## config.mk

```make
export PLATFORM = sky130hd
export DESIGN_NAME = bp_mem_arbiter
export DESIGN_NICKNAME = d
export VERILOG_FILES = /design/src/rtl/bp_mem_arbiter.sv
export SDC_FILE = /design/constraint.sdc
export NUM_CORES = 1
export LEC_CHECK = 0
export ABC_AREA = 1
export CAP_MARGIN = 15
export CORE_AREA = 2 2 157 159
export DETAILED_ROUTE_END_ITERATION = 10
export DIE_AREA = 0 0 159 161
export HOLD_SLACK_MARGIN = 0.03
export PLACE_DENSITY = 0.45
export REMOVE_ABC_BUFFERS = 1
export SLEW_MARGIN = 20
export SYNTH_ARGS = -nofsm -noshare
export SYNTH_HDL_FRONTEND = slang
export SYNTH_SLANG_ARGS = --single-unit
```

## constraint.sdc

```tcl
create_clock -name clk_i -period 2.05 [get_ports clk_i]
set_input_delay 0.3075 -clock clk_i [delete_from_list [all_inputs] [get_ports clk_i]]
set_output_delay 0.3075 -clock clk_i [all_outputs]
set_load 0.02 [all_outputs]
```

## src/rtl/bp_mem_arbiter.sv

```systemverilog
// Two-port round-robin command merger in front of bp_mem, with an in-order
// tag FIFO that steers each response back to the port that issued it.
module bp_mem_arbiter #(
    parameter int unsigned cce_mem_msg_width_lp = 64,
    parameter int unsigned pending_depth_p      = 4,
    localparam int unsigned cnt_width_lp        = $clog2(pending_depth_p + 1)
) (
    input  logic                              clk_i,
    input  logic                              reset_n_i,

    input  logic [2*cce_mem_msg_width_lp-1:0] mem_cmd_i,
    input  logic [1:0]                        mem_cmd_v_i,
    output logic [1:0]                        mem_cmd_yumi_o,

    output logic [2*cce_mem_msg_width_lp-1:0] mem_resp_o,
    output logic [1:0]                        mem_resp_v_o,
    input  logic [1:0]                        mem_resp_ready_i,

    output logic [cce_mem_msg_width_lp-1:0]   mem_cmd_o,
    output logic                              mem_cmd_v_o,
    input  logic                              mem_cmd_yumi_i,

    input  logic [cce_mem_msg_width_lp-1:0]   mem_resp_i,
    input  logic                              mem_resp_v_i,
    output logic                              mem_resp_ready_o,

    output logic [cnt_width_lp-1:0]           pending_o,
    output logic                              err_o
);

    localparam int unsigned ptr_width_lp = (pending_depth_p > 1) ? $clog2(pending_depth_p) : 1;
    localparam int unsigned w_lp         = cce_mem_msg_width_lp;

    logic                       prio_q, prio_d;
    logic                       lock_q, lock_d;
    logic                       lock_port_q, lock_port_d;
    logic                       err_q, err_d;
    logic [ptr_width_lp-1:0]    rptr_q, rptr_d;
    logic [ptr_width_lp-1:0]    wptr_q, wptr_d;
    logic [cnt_width_lp-1:0]    count_q, count_d;
    logic [pending_depth_p-1:0] tags_q, tags_d;

    logic full, empty, grant, head, push, pop;

    // Grant selection, downstream command handshake and response steering.
    always_comb begin
        full  = (count_q == cnt_width_lp'(pending_depth_p));
        empty = (count_q == '0);

        if (lock_q) begin
            grant = lock_port_q;
        end else if (&mem_cmd_v_i) begin
            grant = prio_q;
        end else begin
            grant = mem_cmd_v_i[1];
        end

        // Gated by reset so every handshake output is quiet while reset is held.
        mem_cmd_v_o = reset_n_i & ~full & (lock_q ? mem_cmd_v_i[grant] : (|mem_cmd_v_i));
        mem_cmd_o   = grant ? mem_cmd_i[2*w_lp-1:w_lp] : mem_cmd_i[w_lp-1:0];
        push        = mem_cmd_v_o & mem_cmd_yumi_i;

        mem_cmd_yumi_o        = '0;
        mem_cmd_yumi_o[grant] = push;

        head = tags_q[rptr_q];

        mem_resp_ready_o     = reset_n_i & ~empty & mem_resp_ready_i[head];
        mem_resp_v_o         = '0;
        mem_resp_v_o[head]   = reset_n_i & ~empty & mem_resp_v_i;
        pop                  = mem_resp_v_i & mem_resp_ready_o;
    end

    assign mem_resp_o = {2{mem_resp_i}};
    assign pending_o  = count_q;
    assign err_o      = err_q;

    // Next-state: priority, lock, tag FIFO and sticky error.
    always_comb begin
        prio_d      = prio_q;
        lock_d      = lock_q;
        lock_port_d = lock_port_q;
        err_d       = err_q;
        rptr_d      = rptr_q;
        wptr_d      = wptr_q;
        count_d     = count_q;
        tags_d      = tags_q;

        if (push) begin
            prio_d         = ~grant;
            lock_d         = 1'b0;
            tags_d[wptr_q] = grant;
            wptr_d         = (wptr_q == ptr_width_lp'(pending_depth_p - 1))
                             ? '0 : wptr_q + ptr_width_lp'(1);
        end else if (mem_cmd_v_o) begin
            lock_d      = 1'b1;
            lock_port_d = grant;
        end

        if (pop) begin
            rptr_d = (rptr_q == ptr_width_lp'(pending_depth_p - 1))
                     ? '0 : rptr_q + ptr_width_lp'(1);
        end

        case ({push, pop})
            2'b10:   count_d = count_q + cnt_width_lp'(1);
            2'b01:   count_d = count_q - cnt_width_lp'(1);
            default: count_d = count_q;
        endcase

        // A response with nothing outstanding is a downstream protocol violation.
        err_d = err_q | (mem_resp_v_i & empty);
    end

    always_ff @(posedge clk_i or negedge reset_n_i) begin
        if (!reset_n_i) begin
            prio_q      <= 1'b0;
            lock_q      <= 1'b0;
            lock_port_q <= 1'b0;
            err_q       <= 1'b0;
            rptr_q      <= '0;
            wptr_q      <= '0;
            count_q     <= '0;
            tags_q      <= '0;
        end else begin
            prio_q      <= prio_d;
            lock_q      <= lock_d;
            lock_port_q <= lock_port_d;
            err_q       <= err_d;
            rptr_q      <= rptr_d;
            wptr_q      <= wptr_d;
            count_q     <= count_d;
            tags_q      <= tags_d;
        end
    end

endmodule

```

==> results.json, run 1 <==
{
  "powerDensity_mw_per_mm2": 1349,
  "placed_cells": 883,
  "crit_fanout": 8,
  "finalCritPeriodShare": 0.9732,
  "cts_tree": "done",
  "num_vias": 3294,
  "maxSlewViolCount": 0,
  "grt_pass1_wl_mm": 33.59,
  "drc_errors": 0,
  "critPathArrivalTime_ns": 1.69,
  "total_power_mw": 6.677,
  "synth_cells": 450,
  "leakage_nw": 2.420,
  "final_cell_mix": "nand2_1 (167), clkdlybuf4s50_1 (136), nand2_2 (46), buf_4 (38), buf_6 (37)",
  "ioPinCount": 402,
  "grt_usage": 0.2017,
  "vdd_ir_drop_max_mv": 0.3916,
  "antenna_cells": 0,
  "start_kind": "flip-flop",
  "setup-violations-final": 0,
  "yosysSeqAreaShare": 0.1384,
  "reg2reg_to": "pending_o[2]$_DFFE_PN0P_",
  "die_x_microns": 159,
  "area_growth_pct": 82.60,
  "crit_required_ns": 1.74,
  "cts.path.max_buffers": 2,
  "gp_congestion": 0.8616,
  "setup_tns_ns": 0,
  "tightest_slew_ns": 0.2509,
  "die_area_sq_mm": 0.02560,
  "grt_max_degree": 20,
  "reg2reg_depth": 12,
  "std_cell_rows": 57,
  "cts.clk_slew.worst_paths_ns": 0.05,
  "antenna_found_initial": 0,
  "worst_slack_ns": 0.05493,
  "fin_worst_skew_ns": 0.001604,
  "cts-htree-levels": 1,
  "cts_num_sinks": 15,
  "layout-drive-gt1-share": 0.3632,
  "core-area_sq_mm": 0.02396,
  "fp.dieH_microns": 161,
  "start_util": 0.1131,
  "stdcell_count": 894,
  "hp-class": "in2async",
  "synth.avg_cell_area_sq_um": 6.025,
  "drtAntennaViolNets": 0,
  "use_met1": 0.1451,
  "netlist_area_sq_mm": 0.002711,
  "final_common_cell": "nand2_1",
  "relSlewSlack": 0.8322,
  "fmax_mhz": 501.2,
  "grt_overflow": 0,
  "via_per_inst": 3.685,
  "drv_cap": 0,
  "drtPass1Iterations": 4,
  "fin_nets": 778,
  "grt_pass1_vias": 3252,
  "reg2reg_slack_ns": 0.05,
  "clk_latency_ns": 0.25,
  "worst_hold_slack_ns": 0.1892,
  "finalWirelength_mm": 27.13,
  "hold_violations": 0,
  "busiest_layer": "met2",
  "cts_inserted_buffers": 3,
  "yosysWarnings": 0,
  "rsz0062_at_grt": "true",
  "avgRoutedWirePerCell_microns": 30.35,
  "met3_usage": 0.1602,
  "endpoint_kind": "output port",
  "initialDrtViolationCount": 260,
  "hpwl_mm": 24.19,
  "critical_path_class": "reg2out",
  "cts.root.buffer_cell": "clkbuf_16",
  "synth.distinct_cells": 26,
  "r2r_start": "pending_o[0]$_DFFE_PN0P_",
  "status": "completed",
  "layout_min_cycle_time_ns": 1.995,
  "grtUsageMet2": 0.3848,
  "ys_seq_elements": 15,
  "io_buffers": 209,
  "pre_cts_ws_ns": -0.5195
}
[worst max-delay path, cell delays in order (launching register included)]
cell     delay [ns]
dfrtp_1        0.38
inv_2          0.06
nand2_2        0.04
nand3_2        0.09
nand2_4        0.09
buf_6          0.14
buf_8          0.13
buf_12         0.12
buf_12         0.15
nand2_4        0.06
nand2_2        0.05
buf_6          0.12
[area by class of cell]
| type | count | area, sq um |
|---|---|---|
| Clock buffer | 3 | 75.07 |
| Clock inverter | 1 | 5.005 |
| Fill cell | 2719 | 19010 |
| Inverter | 21 | 86.33 |
| Multi-Input combinational cell | 271 | 1434 |
| Sequential cell | 15 | 375.4 |
| Tap cell | 324 | 405.4 |
| Timing Repair Buffer | 259 | 2570 |
[logic make-up (layout without fill, tap and decap cells)]
group	Yosys count	in the layout	synth area share
adder cells (fa/ha/maj)	7	7	0.03507
buffers and inverters	164	284	0.4186
flip-flops	15	15	0.1384
AND/OR/NAND/NOR	250	250	0.3706
XOR/XNOR	2	2	0.006462
AO/OA/AOI/OAI	12	12	0.03092
[Yosys cell counts]
master    count  area [sq um]
a21boi_4      1         18.77
a21oi_1       3         15.01
buf_2         4         20.02
buf_4       135          1013
buf_6         1         11.26
clkbuf_1      3         11.26
dfrtp_1      15         375.4
fa_1          1         20.02
ha_1          6         75.07
inv_1        19         71.32
inv_2         2         7.510
nand2_1     223         837.1
nand2_2       1         6.260
nand2_4       1         11.26
nand3_1       9         45.04
nand3_2       4         40.04
nand4_1       4         25.02
nor2_1        6         22.52
nor2_2        1         6.260
nor2_4        1         11.26
o21ai_0       3         15.01
o21ai_1       2         10.01
o21ai_2       2         17.52
o21bai_1      1         7.510
xnor2_1       1         8.760
xor2_1        1         8.760
[sequential cells by signal, indices dropped and copies added, names as in the netlist]
register / count
pending_o: 3
wptr_q: 2
rptr_q: 2
lock_q: 1
err_o: 1
lock_port_q: 1
tags_q: 4
prio_q: 1
[worst max-delay path by stage]
stage | to | slack [ns] | from
3_3_place_gp | mem_cmd_yumi_o[1] | -0.64 | reset_n_i
4_1_cts | mem_cmd_o[32] | -0.09 | lock_q$_DFFE_PN0P_
3_5_place_dp | mem_cmd_yumi_o[1] | -0.52 | reset_n_i
2_1_floorplan | mem_cmd_yumi_o[1] | -1.10 | lock_q$_DFFE_PN0P_
6_report | mem_cmd_o[29] | 0.05 | prio_q$_DFFE_PN0P_
5_1_grt | pending_o[2]$_DFFE_PN0P_ | -0.08 | lock_port_q$_DFFE_PN0P_
[power breakdown]
| part | internal (mW) | total (mW) | switching [mW] |
|---|---|---|---|
| clock network | 0.261 | 0.387 | 0.126 |
| logic | 2.72 | 5.75 | 3.03 |
| registers | 0.434 | 0.540 | 0.107 |
[per-stage QoR]
stage	area, sq um	utilization
after floorplan	1655	-
after global placement	4526	0.1889
after detailed placement	4526	0.1889
after CTS	4668	0.1948
after global routing	4951	0.2066
final	4951	0.2066
[layer usage]
| layer | wire length (microns) | vias up | part of all wire |
|---|---|---|---|
| met1 | 7008 | 1448 | 0.26 |
| met3 | 4379 | 20 | 0.16 |
| li1 | - | 1468 | - |
| met5 | 142 | - | 0.0052 |
| met2 | 14490 | 354 | 0.53 |
| met4 | 1107 | 4 | 0.041 |
[repair_timing]
action	in CTS	in global routing
pin swaps	3	23
endpoints found under the setup margin	72	51
gates resized for setup	300	142
hold buffers	0	0
cloned	4	0
setup buffers	6	0
(Power assumes the default switching activity.)
==> run 2: changes to the inputs <==
--- a/config.mk
+++ b/config.mk
@@ -5,13 +5,13 @@
 export SDC_FILE = /design/constraint.sdc
 export NUM_CORES = 1
 export LEC_CHECK = 0
-export ABC_AREA = 1
 export CAP_MARGIN = 15
-export CORE_AREA = 2 2 157 159
+export CORE_AREA = 2 2 158 160
 export DETAILED_ROUTE_END_ITERATION = 10
-export DIE_AREA = 0 0 159 161
+export DIE_AREA = 0 0 160 162
+export GPL_ROUTABILITY_DRIVEN = 0
 export HOLD_SLACK_MARGIN = 0.03
-export PLACE_DENSITY = 0.45
+export PLACE_DENSITY = 0.44
 export REMOVE_ABC_BUFFERS = 1
 export SLEW_MARGIN = 20
 export SYNTH_ARGS = -nofsm -noshare
==> run 2 against run 1 <==
  * Highest routed layer is now met4
  * Critical path depth decreased by 3
  * Utilization up 1.6 points
  * Combinational power rose by 4.7%
  * Clock skew rose by 0.0029 ns
  * Cell count shrank 17%
  * Register-to-register slack worse by 0.28 ns
  * Largest cell class unchanged
  * Hold slack improved by 0.31 ns
  * Flip-flop and latch count is the same
  * Worst setup slack got worse by 0.30 ns
  * The flow now finishes with violations (negative setup slack)
  * Sequential share of layout area shrank 0.58 points
  * Via count shrank 23%
==> results.json, run 2 <==
{
  "status": "complete, but fails checks",
  "violations": "negative setup slack",
  "maxSlewViolCount": 0,
  "drtPass1Iterations": 4,
  "final_cell_mix": "clkdlybuf4s50_1 (137), buf_6 (78), mux2_4 (64), buf_4 (24), dfrtp_1 (15)",
  "ys_top_cells_by_area": "buf_4 (37%), mux2_2 (30%), dfrtp_1 (14%), ha_1 (2.9%), o311ai_4 (2.0%)",
  "critPathArrivalTime_ns": 1.98,
  "yosysSeqAreaShare": 0.1437,
  "synthMuxAreaShare": 0.3266,
  "path_depth": 8,
  "antenna_found_initial": 0,
  "yosysTopAreaCellShare": 0.3678,
  "leakage_nw": 2.312,
  "stdcell_count": 739,
  "cts-htree-levels": 1,
  "crit_required_ns": 1.74,
  "synth_edf_count": 0,
  "synth.largest_area_cell": "buf_4",
  "hold_violations": 0,
  "final_common_cell": "clkdlybuf4s50_1",
  "synth_top_family_by_area": "buffers and inverters",
  "worst_hold_slack_ns": 0.4982,
  "yosys_most_used_dff": "dfrtp_1",
  "cts_num_sinks": 15,
  "io_buffers": 209,
  "relSlewSlack": 0.6734,
  "power_frac_comb": 0.864,
  "rsz0062_at_grt": "true",
  "switching_share": 0.3784,
  "synth.distinct_cells": 29,
  "placed_cells": 699,
  "cts_inserted_buffers": 3,
  "worst_slack_ns": -0.2420,
  "powerDensity_mw_per_mm2": 1299,
  "std_cell_rows": 57,
  "drc_errors": 0,
  "reg2reg_to": "pending_o[2]$_DFFE_PN0P_",
  "layout-drive-gt1-share": 0.5277,
  "ys_seq_elements": 15,
  "worst-path-buf-inv": 5,
  "netlist_area_sq_mm": 0.002613,
  "final_util": 0.2223,
  "yosysWarnings": 0,
  "largest_register_ffs": 4,
  "pwr-share-seq": 0.082,
  "async_reset_ff_frac": 1.000,
  "synth_compound_area_frac": 0.04598,
  "grt_usage": 0.1734,
  "pre_cts_ws_ns": -0.6378,
  "initialDrtViolationCount": 48,
  "power_switching_mw": 2.635,
  "hp-class": "reg2reg",
  "tightest_slew_ns": 0.4858,
  "crit_fanout": 5,
  "slowest_delay_ns": 0.39,
  "setup-violations-final": 66,
  "die_area_sq_mm": 0.02592,
  "drtAntennaViolNets": 0,
  "fin_nets": 623,
  "start_util": 0.1084,
  "synth_cells": 279,
  "grt_pass1_wl_mm": 29.46,
  "startpoint": "lock_q$_DFFE_PN0P_",
  "cts_tree": "done",
  "finalWirelength_mm": 23.50,
  "num_vias": 2520,
  "grt_max_degree": 16,
  "r2r_start": "rptr_q[0]$_DFFE_PN0P_",
  "hpwl_mm": 19.86,
  "start_kind": "flip-flop",
  "critical_path_class": "reg2out",
  "synth_xor_area_frac": 0.01006,
  "regMostFlops": "tags_q",
  "synth.avg_cell_area_sq_um": 9.364,
  "drv_cap": 0,
  "cts.root.buffer_cell": "clkbuf_16",
  "via_per_inst": 3.410,
  "synthAdderAreaFrac": 0.03640,
  "total_power_mw": 6.962,
  "finalCritPeriodShare": 1.118,
  "die_x_microns": 160,
  "crit_path_cell_trace": "nand2b_4, o21ai_4, buf_12, buf_12, buf_16, buf_12, mux2_4, buf_6",
  "endpoint_kind": "output port",
  "cts.path.max_buffers": 2,
  "grt_overflow": 0,
  "cpMostUsedCell": "buf_12",
  "reg2reg_slack_ns": -0.23,
  "fmax_mhz": 436.3,
  "synthSimpleGateAreaFrac": 0.03879,
  "reg2reg_depth": 9,
  "cp_slowest_cell": "dfrtp_1",
  "clkPwrFrac": 0.054,
  "vdd_ir_drop_max_mv": 0.3456,
  "avgRoutedWirePerCell_microns": 31.80,
  "ioPinCount": 402,
  "cts.clk_slew.worst_paths_ns": 0.04,
  "setup.worst_path.end": "mem_cmd_o[21]",
  "cts_hold_buf": 0,
  "fin_worst_skew_ns": 0.004532,
  "area_growth_pct": 105.1,
  "core-area_sq_mm": 0.02411,
  "fp.dieH_microns": 162,
  "antenna_cells": 0,
  "cpLargestDelayFamily": "buffers and inverters",
  "synth_most_common_cell": "buf_4",
  "clk_latency_ns": 0.24,
  "grt_pass1_vias": 2780,
  "layout_min_cycle_time_ns": 2.292,
  "p_int_mw": 4.327,
  "synthTopCellsByCount": "buf_4 (128), mux2_2 (70), dfrtp_1 (15), inv_1 (11), nor2_1 (8)"
}
[run 2: changes by cell type in the layout (fill, tap and decap cells not counted), moves of 6 or more]
| cell | change |
|---|---|
| buf_2 | -22 |
| nand2_2 | -46 |
| mux2_2 | +6 |
| nand2_4 | -11 |
| clkdlybuf4s15_2 | -6 |
| buf_6 | +41 |
| mux2_4 | +64 |
| nand3_2 | -8 |
| nand2_1 | -167 |
| buf_4 | -14 |
[run 2: worst register-to-register path: stages, from the launching register on]
cell,delay (ns)
dfrtp_1,0.37
mux4_2,0.57
mux2i_2,0.19
nor2_2,0.12
ha_2,0.20
inv_2,0.04
fa_2,0.33
xor2_1,0.14
nor2_1,0.12
xnor2_1,0.13
[run 2: area by class of cell]
| type | count | area (sq um) |
|---|---|---|
| flip-flops and latches | 15 | 375.4 |
| inverters | 11 | 41.29 |
| clock buffers | 4 | 78.83 |
| well taps | 324 | 405.4 |
| fillers | 2665 | 18750 |
| repair buffers | 268 | 2942 |
| multi-input cells | 117 | 1516 |
[run 2: worst min path at each step]
stage / from / endpoint / depth (start not counted)
2_1_floorplan: reset_n_i / err_o$_DFF_PN0_ / 0
3_3_place_gp: tags_q[2]$_DFFE_PN0P_ / tags_q[2]$_DFFE_PN0P_ / 1
3_5_place_dp: tags_q[3]$_DFFE_PN0P_ / tags_q[3]$_DFFE_PN0P_ / 1
4_1_cts: tags_q[3]$_DFFE_PN0P_ / tags_q[3]$_DFFE_PN0P_ / 1
5_1_grt: tags_q[2]$_DFFE_PN0P_ / tags_q[2]$_DFFE_PN0P_ / 1
6_report: tags_q[1]$_DFFE_PN0P_ / tags_q[1]$_DFFE_PN0P_ / 1
[run 2: through the flow]
step	setup TNS [ns]	instance area (sq um)
finish	-6.901	5359
global route	-11.78	5359
CTS	-6.481	5399
detailed placement	-39.23	4307
global placement	-40.39	4307
floorplan	-175.14	1613
[run 2: what timing repair did]
| action | in CTS | in global routing |
|---|---|---|
| pin swaps | 7 | 3 |
| setup buffers | 28 | 8 |
| setup endpoints to repair | 72 | 71 |
| gates resized for setup | 511 | 24 |
| gates cloned | 8 | 0 |
[run 2: layer usage]
layer,vias up,track usage,share of wire
met5,-,0,0
met4,0,0.1552,0.11
met3,58,0.1547,0.20
met2,298,0.3300,0.53
met1,1080,0.08240,0.16
li1,1084,-,-
[run 2: power groups by stage]
stage | sequential, mW | clock (mW) | combinational [mW]
after detailed placement | 0.558 | 0 | 3.78
final | 0.571 | 0.376 | 6.02
after CTS | 0.568 | 0.388 | 6.22
after floorplan | 0.630 | 0 | 1.75
after global placement | 0.551 | 0 | 3.74
after global routing | 0.591 | 0.401 | 6.34
[run 2: kinds of logic (layout without fill, tap and decap cells)]
kind of cell / Yosys count / after routing
buf+inv: 147 / 283
flops: 15 / 15
xor+xnor: 3 / 3
simple gates: 21 / 21
compound gates: 11 / 11
mux: 75 / 75
fa+ha+maj: 7 / 7
==> run 3: changes to the inputs <==
--- a/config.mk
+++ b/config.mk
@@ -7,6 +7,7 @@
 export LEC_CHECK = 0
 export CAP_MARGIN = 15
 export CORE_AREA = 2 2 158 160
+export CTS_CLUSTER_SIZE = 24
 export DETAILED_ROUTE_END_ITERATION = 10
 export DIE_AREA = 0 0 160 162
 export GPL_ROUTABILITY_DRIVEN = 0
==> constraint.sdc (replaced) <==
create_clock -name clk_i -period 2.05 [get_ports clk_i]
set_input_delay 0.3075 -clock clk_i [delete_from_list [all_inputs] [get_ports clk_i]]
set_output_delay 0.3075 -clock clk_i [all_outputs]
set_load 0.005 [all_outputs]
==> run 3 against run 2 <==
  * The flow still finishes with violations (negative setup slack)
  * Clock power fell by 3%
  * Register-to-register slack barely moved
  * Hold slack got worse by 0.0013 ns
  * Final area fell by 0.75%
  * Critical path depth rose by 1
  * Die area did not move
  * Clock skew fell by 0.0037 ns
  * Via count rose by 1.7%
  * Maximum frequency barely moved
  * Flip-flop and latch count did not move
  * Sequential power fell by 2%
  * Largest power group unchanged
  * Highest routed layer is now met5
==> results.json, run 3 (same netlist as run 2, synthesis figures left out) <==
{
  "cts.path.max_buffers": 2,
  "hold_violations": 0,
  "antenna_cells": 0,
  "maxSlewViolCount": 0,
  "placed_area_sq_mm": 0.004299,
  "die_area_sq_mm": 0.02592,
  "largest_register_ffs": 4,
  "fp.dieH_microns": 162,
  "std_cell_rows": 57,
  "layout-drive-gt1-share": 0.5282,
  "cts.clk_slew.worst_paths_ns": 0.04,
  "fmax_mhz": 436.5,
  "grtUsageMet2": 0.3227,
  "cts_inserted_buffers": 3,
  "grt_overflow": 0,
  "ioPinCount": 402,
  "total_power_mw": 6.222,
  "vdd_ir_drop_max_mv": 0.2978,
  "layout_min_cycle_time_ns": 2.291,
  "cts_num_sinks": 15,
  "fin_worst_skew_ns": 0.0008666,
  "hp-class": "in2async",
  "powerDensity_mw_per_mm2": 1170,
  "num_vias": 2564,
  "placed_cells": 698,
  "stdcell_count": 750,
  "setup_tns_ns": -5.903,
  "cp_slowest_cell": "dfrtp_1",
  "setup-violations-final": 48,
  "met3_usage": 0.1537,
  "status": "complete, but fails checks",
  "cpMostUsedCell": "buf_6",
  "finalCritPeriodShare": 1.118,
  "clk_latency_ns": 0.24,
  "grt_max_degree": 17,
  "via_per_inst": 3.419,
  "relSlewSlack": 0.7723,
  "start_util": 0.1084,
  "final_common_cell": "clkdlybuf4s50_1",
  "rsz0062_at_grt": "true",
  "r2r_start": "rptr_q[0]$_DFFE_PN0P_",
  "finalWirelength_mm": 23.42,
  "worst_slack_ns": -0.2412,
  "worst_hold_slack_ns": 0.4968,
  "tightest_slew_ns": 0.3395,
  "violations": "negative setup slack",
  "antenna_found_initial": 0,
  "regMostFlops": "tags_q",
  "crit_path_cell_trace": "nand2b_4, o21ai_4, buf_6, buf_12, buf_12, buf_16, buf_6, mux2_2, buf_6",
  "grt_usage": 0.1715,
  "cts-htree-levels": 1,
  "critical_path_class": "reg2out",
  "die_x_microns": 160,
  "fin_nets": 634,
  "core-area_sq_mm": 0.02411,
  "crit_fanout": 4,
  "drtPass1Iterations": 4,
  "design_area_sq_mm": 0.005319,
  "use_met1": 0.08289,
  "grt_pass1_wl_mm": 29.35,
  "leakage_nw": 2.320,
  "cts.root.buffer_cell": "clkbuf_16",
  "busiest_layer": "met2",
  "area_growth_pct": 103.6,
  "crit_required_ns": 1.74,
  "grt_pass1_vias": 2850,
  "startpoint": "lock_q$_DFFE_PN0P_",
  "initialDrtViolationCount": 41,
  "final_cell_mix": "clkdlybuf4s50_1 (136), buf_6 (80), mux2_4 (58), buf_4 (24), dfrtp_1 (15)",
  "avgRoutedWirePerCell_microns": 31.22,
  "hpwl_mm": 19.84,
  "drv_cap": 0,
  "start_kind": "flip-flop",
  "slowest_delay_ns": 0.38,
  "drc_errors": 0,
  "drtAntennaViolNets": 0,
  "io_buffers": 209,
  "endpoint_kind": "output port",
  "critPathArrivalTime_ns": 1.98,
  "cts_tree": "done"
}
## run 3: cell types whose count changed in the layout (fill, tap and decap cells not counted), moves of 2 or more
cell / previous run / this run
clkbuf_2: 1 / 10
buf_16: 5 / 3
mux2_2: 6 / 12
dlygate4sd2_1: 2 / 6
mux2_4: 64 / 58
buf_12: 12 / 9
clkdlybuf4s15_1: 0 / 2
buf_6: 78 / 80
## run 3: power breakdown
group | total (mW) | internal (mW) | switching, mW
Combinational | 5.30 | 3.50 | 1.80
Clock | 0.366 | 0.262 | 0.104
Sequential | 0.557 | 0.437 | 0.119
Total | 6.22 | 4.20 | 2.02
## run 3: worst max-delay path: cells and delay by family, from the launching register on
family,cells,cell delay [ns]
buffers and inverters,6,0.69
AOI/OAI and AO/OA,1,0.20
and+or+nand+nor,1,0.15
muxes,1,0.33
DFF,1,0.38
## run 3: what timing repair did
action / CTS / global route
pin swaps: 6 / 4
cloned: 7 / 0
gates resized for setup: 331 / 117
hold buffers: 0 / 0
setup buffers: 46 / 9
setup endpoints to repair: 72 / 72
## run 3: final timing paths
kind	end	slack [ns]	depth (start not counted)
max	mem_cmd_o[17]	-0.24	9
min	pending_o[0]$_DFFE_PN0P_	0.50	3
max reg2reg	pending_o[2]$_DFFE_PN0P_	-0.23	9
min reg2reg	tags_q[2]$_DFFE_PN0P_	0.50	1
max in group asynchronous	lock_q$_DFFE_PN0P_	1.43	3
min in group clk_i	tags_q[2]$_DFFE_PN0P_	0.50	1
## run 3: per-stage QoR
| step | utilization | worst slack (ns) |
|---|---|---|
| 6_report | 0.2206 | -0.2412 |
| 3_5_place_dp | 0.1783 | -0.5595 |
| 5_1_grt | 0.2206 | -0.3288 |
| 4_1_cts | 0.2087 | -0.3182 |
| 3_3_place_gp | 0.1783 | -0.5541 |
| 2_1_floorplan | - | -2.363 |
## run 3: cell type report
| type | instances | area (sq um) |
|---|---|---|
| Timing Repair Buffer | 279 | 2933 |
| Clock buffer | 4 | 78.83 |
| Inverter | 11 | 41.29 |
| Sequential cell | 15 | 375.4 |
| Multi-Input combinational cell | 117 | 1485 |
| Fill cell | 2675 | 18790 |
| Tap cell | 324 | 405.4 |
## run 3: layer usage
metal	part of all wire	routed length, microns	vias up
li1	-	-	1098
met2	0.52	12190	294
met4	0.11	2514	2
met5	0.0018	41	-
met1	0.17	3937	1113
met3	0.20	4728	57
